$ cat src/rtl/n64_command_scheduler.sv
// Controller-side joybus sequencer: arms the receiver, decodes the console command,
// waits the turnaround gap and feeds response bytes to the transmitter.
module n64_command_scheduler #(
    parameter int unsigned RESP_DELAY = 100,
    parameter int unsigned TX_TIMEOUT = 5000
) (
    input  logic        sys_clk,
    input  logic        rst_n,
    input  logic        enable,
    output logic        rx_trigger,
    input  logic        rx_receiving,
    input  logic [7:0]  rx_command,
    output logic        tx_start,
    output logic [2:0]  tx_len,
    output logic [7:0]  tx_data,
    input  logic        tx_byte_req,
    input  logic        tx_busy,
    input  logic [31:0] pad_state,
    output logic        pad_latch,
    output logic [7:0]  last_cmd,
    output logic [15:0] cmd_count,
    output logic [7:0]  err_count
);

    localparam int unsigned CntMax = (RESP_DELAY > TX_TIMEOUT) ? RESP_DELAY : TX_TIMEOUT;
    localparam int unsigned CntW   = $clog2(CntMax + 1);

    typedef logic [CntW-1:0] cnt_t;
    localparam cnt_t DelayLast   = cnt_t'(RESP_DELAY - 1);
    localparam cnt_t TimeoutLast = cnt_t'(TX_TIMEOUT - 1);

    typedef enum logic [2:0] {
        StIdle,
        StArm,
        StWaitStart,
        StWaitDone,
        StDecode,
        StDelay,
        StSend
    } state_e;

    state_e           state_q, state_d;
    cnt_t             cnt_q, cnt_d;
    logic [1:0]       idx_q, idx_d;
    logic [3:0][7:0]  resp_q, resp_d;
    logic [2:0]       tx_len_q, tx_len_d;
    logic [7:0]       last_cmd_q, last_cmd_d;
    logic [15:0]      cmd_count_q, cmd_count_d;
    logic [7:0]       err_count_q, err_count_d;
    logic             tx_start_q, tx_start_d;
    logic             busy_seen_q, busy_seen_d;

    always_ff @(posedge sys_clk or negedge rst_n) begin
        if (!rst_n) begin
            state_q     <= StIdle;
            cnt_q       <= '0;
            idx_q       <= '0;
            resp_q      <= '0;
            tx_len_q    <= '0;
            last_cmd_q  <= '0;
            cmd_count_q <= '0;
            err_count_q <= '0;
            tx_start_q  <= 1'b0;
            busy_seen_q <= 1'b0;
        end else begin
            state_q     <= state_d;
            cnt_q       <= cnt_d;
            idx_q       <= idx_d;
            resp_q      <= resp_d;
            tx_len_q    <= tx_len_d;
            last_cmd_q  <= last_cmd_d;
            cmd_count_q <= cmd_count_d;
            err_count_q <= err_count_d;
            tx_start_q  <= tx_start_d;
            busy_seen_q <= busy_seen_d;
        end
    end

    always_comb begin
        state_d     = state_q;
        cnt_d       = cnt_q;
        idx_d       = idx_q;
        resp_d      = resp_q;
        tx_len_d    = tx_len_q;
        last_cmd_d  = last_cmd_q;
        cmd_count_d = cmd_count_q;
        err_count_d = err_count_q;
        tx_start_d  = 1'b0;
        busy_seen_d = busy_seen_q;

        unique case (state_q)
            StIdle: begin
                if (enable) state_d = StArm;
            end
            StArm: state_d = StWaitStart;
            StWaitStart: begin
                if (rx_receiving) state_d = StWaitDone;
            end
            StWaitDone: begin
                if (!rx_receiving) begin
                    last_cmd_d = rx_command;
                    state_d    = StDecode;
                end
            end
            StDecode: begin
                cnt_d   = '0;
                idx_d   = '0;
                state_d = StDelay;
                case (last_cmd_q)
                    8'h00, 8'hFF: begin
                        resp_d   = {8'h00, 8'h02, 8'h00, 8'h05};
                        tx_len_d = 3'd3;
                    end
                    8'h01: begin
                        // Byte 0 goes out first and carries the MSB of the pad word.
                        resp_d   = {pad_state[7:0], pad_state[15:8],
                                    pad_state[23:16], pad_state[31:24]};
                        tx_len_d = 3'd4;
                    end
                    default: begin
                        if (err_count_q != 8'hFF) err_count_d = err_count_q + 8'd1;
                        state_d = StArm;
                    end
                endcase
            end
            StDelay: begin
                if (cnt_q == DelayLast) begin
                    tx_start_d  = 1'b1;
                    cnt_d       = '0;
                    busy_seen_d = 1'b0;
                    state_d     = StSend;
                end else begin
                    cnt_d = cnt_q + cnt_t'(1);
                end
            end
            StSend: begin
                cnt_d = cnt_q + cnt_t'(1);
                if (tx_busy) busy_seen_d = 1'b1;
                if (tx_byte_req && ({1'b0, idx_q} != (tx_len_q - 3'd1))) idx_d = idx_q + 2'd1;
                // A busy fall in the same cycle as timeout expiry counts as success.
                if (busy_seen_q && !tx_busy) begin
                    cmd_count_d = cmd_count_q + 16'd1;
                    state_d     = StIdle;
                end else if (cnt_q == TimeoutLast) begin
                    if (err_count_q != 8'hFF) err_count_d = err_count_q + 8'd1;
                    state_d = StIdle;
                end
            end
            default: state_d = StIdle;
        endcase
    end

    assign rx_trigger = (state_q == StArm);
    assign pad_latch  = (state_q == StDecode) && (last_cmd_q == 8'h01);
    assign tx_start   = tx_start_q;
    assign tx_len     = tx_len_q;
    assign tx_data    = (state_q == StSend) ? resp_q[idx_q] : 8'h00;
    assign last_cmd   = last_cmd_q;
    assign cmd_count  = cmd_count_q;
    assign err_count  = err_count_q;

endmodule

$ cat config.mk
export PLATFORM = sky130hd
export DESIGN_NAME = n64_command_scheduler
export DESIGN_NICKNAME = d
export VERILOG_FILES = /design/src/rtl/n64_command_scheduler.sv
export SDC_FILE = /design/constraint.sdc
export NUM_CORES = 1
export LEC_CHECK = 0
export ABC_CLOCK_PERIOD_IN_PS = 4150
export CORE_ASPECT_RATIO = 0.8
export CORE_MARGIN = 2
export CORE_UTILIZATION = 56
export CTS_BUF_LIST = sky130_fd_sc_hd__clkbuf_8
export DETAILED_ROUTE_END_ITERATION = 16
export HOLD_SLACK_MARGIN = 0.05
export PLACE_DENSITY = 0.95
export SLEW_MARGIN = 20
export SYNTH_ARGS = -nofsm -noshare
export SYNTH_HDL_FRONTEND = slang
export SYNTH_SLANG_ARGS = --single-unit
$ cat constraint.sdc
create_clock -name sys_clk -period 4.15 [get_ports sys_clk]
set_input_delay 1.0375 -clock sys_clk [delete_from_list [all_inputs] [get_ports sys_clk]]
set_output_delay 1.0375 -clock sys_clk [all_outputs]
set_load 0.005 [all_outputs]
; ---- Word-level counts from Yosys, hierarchy flattened
; Cells that the tools add are included.
[word_totals]
register_bits = 87
inputBits = 46
out_inout_bits = 46
word_cells = 88
[classes]
n_addsub = 5
mux = 27
reduce_logical = 19
bitwise_logic = 1
order_cmp = 1
eq_ne = 22
[op_table]
columns = operator, count
row1 = case mux 32 bit (2 select lines), 1
row2 = two-way mux 8 bit, 6
row3 = case mux 13 bit (3 select lines), 1
row4 = two-way mux 3 bit, 7
row5 = case mux 3 bit (7 select lines), 1
row6 = "!= test 2 bit, second input constant", 9
row7 = "adder 16 x 1 -> 16 bit, second input constant", 1
row8 = binary-select mux 8 bit (select 2 bit), 1
row9 = case mux 8 bit (2 select lines), 1
row10 = "adder 13 x 1 -> 13 bit, second input constant", 1
row11 = "== test 13 bit, second input constant", 1
row12 = "== test 13 x 7 -> 1 bit, second input constant", 1
row13 = two-way mux 13 bit, 1
row14 = "== test 3 bit, second input constant", 3
row15 = "adder 8 x 1 -> 8 bit, second input constant", 1
row16 = "== test 8 x 1 -> 1 bit, second input constant", 1
row17 = "== test 8 bit, second input constant", 1
row18 = logical NOT 8 bit, 1
row19 = "!= test 8 bit, second input constant", 1
row20 = AND reduction 2 bit, 4
row21 = "== test 3 x 2 -> 1 bit, second input constant", 2
row22 = case mux 3 bit (2 select lines), 1
row23 = nonzero test 2 bit, 3
row24 = AND reduction 5 bit, 1
row25 = 19 further kinds, 24

; ---- Longest topological paths before layout
[logic_depth]
depth_word = 5
depth_mapped = 7
mapped_depth_nobuf = 6

; ---- Least setup slack after synthesis
; No wires, ideal clock.
[synth_path]
kind = reg2out
start = reg last_cmd_q[4], in the netlist last_cmd[4]
end = out pad_latch
required_ns = 3.113
path_stages_with_launch = 6
t_arrival_ns = 1.560
n_path_buf = 2
slack_ns = 1.552
path_cell_list = dfrtp_1 -> or4_1 -> nor4_2 -> and3_1 -> buf_2 -> buf_4
[synth_via]
elab_chain_len = 2
[synth_lines]
columns = item, line_no
row1 = from (decl), 47  ; logic [7:0] last_cmd_q, last_cmd_d;
row2 = from (signal assigned), 71  ; last_cmd_q <= last_cmd_d;
row3 = == test 8 x 1 -> 1 bit, 154  ; assign pad_latch = (state_q == StDecode) && (last_cmd_q == 8'h01);
row4 = logical AND 1 bit, 154
row5 = to (decl), 19  ; output logic pad_latch,
; No other way between the ends.

; ---- Worst setup path after layout
[layout_path]
start = reg state_q[2]
end = out tx_data[6]
[layout_via]
elab_chain_len = 2
[layout_lines]
columns = item, line_no
row1 = from (decl), 42  ; state_e state_q, state_d;
row2 = from (signal assigned), 55  ; state_q <= StIdle;
row3 = from (signal assigned), 66  ; state_q <= state_d;
row4 = == test 3 bit, 157  ; assign tx_data = (state_q == StSend) ? resp_q[idx_q] : 8'h00;
row5 = two-way mux 8 bit, 157
row6 = to (decl), 15  ; output logic [7:0] tx_data,
; No other way between the ends.

==> results.ini <==
[setup_path]
ff2ff_path_depth = 5
start_kind = register
ff2ff_setup_slack_ns = 1.58
arrival_ns = 2.38
path_buf_inv = 1
required_ns = 3.11
slowest_stage = dfrtp_1
cp-end-kind = output port
critPathTopFamily = simple AND/OR/NAND/NOR gates
crit_type = reg2out
crit_start = state_q[2]$_DFFE_PN0P_
reg2reg_from = state_q[2]$_DFFE_PN0P_
path_cells = nand3b_1, nor2b_1, clkdlybuf4s50_1
crit_fanout = 19
slowest_delay_ns = 0.68
rr_endpoint = cmd_count[15]$_DFFE_PN0N_

[final_layout]
synthToLayoutAreaGrowth_pct = 28.2
drive_above_1_share_pct = 10.7
utilization_pct = 74.7
nNetsFinal = 491
multi_input_area_um2 = 1770
antenna_cells = 0
fill_cells = 424
ff_latch_area_um2 = 2150
fin_cells = 534

[routing]
drc = 0
routedWlPerCell_um = 17.6
dr.first_iter.drc_count = 189
via_count = 3190
vias_per_cell = 5.97
drtAntennaViolNets = 0
drt-total-wl_mm = 9.43
dr.pass1.iters = 4

[clocking]
ctsLongestPathBuffers = 2
h-tree-depth = 3
clk_pin_slew_ns = 0.09
post_cts_buffers = 0
tritoncts = yes
cts.sinks = 86
cts_resized = 0
cts_buffers = 9
postCtsHoldBufs = 0
clk_latency_ns = 0.36
cts_root_buf = clkbuf_8

[timing]
drv_slew = 0
tightest_slew_ns = 0.769
finalClockSkew_ns = 0.0113
hold_violations = 0
period_needed_ns = 3.41
fmax_mhz = 293
finalSetupViolations = 0
slew_headroom_pct = 48.7
fin_crit_sh_pct = 82.3
rsz0062_at_grt = false
fin_tns_setup_ns = 0

[grt]
globalRouteTotalUtil_pct = 25.0
grt_max_degree = 87
grt_pass1_vias = 3105
grt_first_pass_wirelength_mm = 15.4
grt_remaining_overflow = 0
antenna_found_initial = 0

[synth]
yosysWarnings = 0
synth_area_per_cell_um2 = 11.4
ys_ff_latch = 86
synth_common_cells = dfrtp_1 (86), a22o_1 (30), nor2_1 (29)
netlist_area_um2 = 4050
ys_types = 49
yosysMostFrequentCell = dfrtp_1
yosysTopAreaCell = dfrtp_1
synthFlopType = dfrtp_1
synth-edff-count = 0
async_reset_ff_share_pct = 100
syn_nets = 404
postSynthCellCount = 355
yosysTopAreaCellShare_pct = 53.1
synth.area.top_cells = dfrtp_1 (53%), a22o_1 (6.5%), mux4_2 (4.4%)
ys_seq_area_share_pct = 53.1

[floorplanning]
rows = 27
core-area_um2 = 6960
dieArea_um2 = 7940
io-pin-count = 92
die-width_um = 99.1
die_h_um = 80.1
initial_core_util_pct = 58.2

[placement]
dp.cells = 518
portBuffers = 91
place_congestion = 0.938
dpl.hpwl_mm = 6.39

[min_path]
hold_depth = 1
hp-start = err_count[7]$_DFFE_PN0P_
hold_path_end = err_count[7]$_DFFE_PN0P_
hold_path_class = reg2reg

[power_and_ir_drop]
p_sw_uw = 844
p_int_uw = 1740
p_comb_share_pct = 29.8
power_density_nw_per_um2 = 497
p_seq_share_pct = 48.8
report.power.total_uw = 2580
clkPwrFrac_pct = 21.4
ir_worst_vdd_uv = 331
p_leak_uw = 0.00230
swShare_pct = 32.7

[job]
drv_cap = 0

[status]
status = completed

[power by group through the flow]
| stage | sequential (uW) | combinational, uW | clock (uW) |
|---|---|---|---|
| after floorplan | 1160 | 519 | 0 |
| after global placement | 1260 | 740 | 0 |
| after detailed placement | 1270 | 767 | 0 |
| after CTS | 1260 | 777 | 566 |
| after global routing | 1290 | 834 | 607 |
| final | 1260 | 769 | 553 |
[per-stage QoR]
stage,area [um2],hold WS [ns],setup slack [ns]
after floorplan,4050,0.461,1.55
after global placement,5000,0.456,1.20
after detailed placement,5000,0.456,1.13
after CTS,5190,0.499,0.719
after global routing,5200,0.513,0.550
final,5200,0.499,0.737
[placed cells by master (no fill, tap or decap), drive strengths merged, types with 9 or more instances in the layout]
master / n
a21oi: 9
nand2: 26
clkdlybuf4s50: 90
o21ai: 9
nor2b: 9
mux2: 10
dfrtp: 86
xnor2: 17
nand3: 13
a22o: 30
inv: 15
xor2: 14
and3: 11
clkbuf: 10
nor2: 29
[sequential cells by signal, indices dropped and copies added (netlist names)]
register / count
busy_seen_q: 1
last_cmd: 8
idx_q: 2
cnt_q: 13
resp_q: 32
cmd_count: 16
state_q: 3
err_count: 8
tx_start: 1
tx_len: 2
[final cells by class]
cell class,instances,area share (%)
clock buffer,10,2.65
tap,87,2.09
clock inverter,6,1.01
sequential,86,41.4
timing repair buffer,93,17.8
inverter,13,0.939
multi-input combinational,239,34.0
[worst reg2reg max path: stages (launching register included)]
cell and delay [ns]:
dfrtp_1 0.68, nand3b_1 0.54, nor4_1 0.70, nand2_1 0.22, nor2_1 0.19, xor2_1 0.16
[per-layer routing]
metal | vias up | part of all wire (%) | track usage [%]
met2 | 128 | 50 | 41.0
met4 | 0 | 1.3 | 7.95
met1 | 1596 | 41 | 32.1
met5 | - | 0 | 0
li1 | 1452 | - | -
met3 | 14 | 7.7 | 7.75
[how the worst max path moves through the flow]
stage | to | slack (ns) | cells after the start
after floorplan | pad_latch | 1.55 | 5
after global placement | tx_data[5] | 1.20 | 3
after detailed placement | pad_latch | 1.13 | 4
after CTS | pad_latch | 0.72 | 4
after global routing | tx_data[6] | 0.55 | 3
final | tx_data[6] | 0.74 | 3
[cells by family after synthesis]
| group | share of synthesized area, % |
|---|---|
| AOI/OAI and AO/OA | 11.8 |
| xor gates and xnor gates | 6.70 |
| adders and majority gates | 0.926 |
| buffers and inverters | 3.33 |
| DFF | 53.1 |
| muxes | 8.06 |
| and+or+nand+nor | 16.1 |
Power figures use the tool's default switching activity.
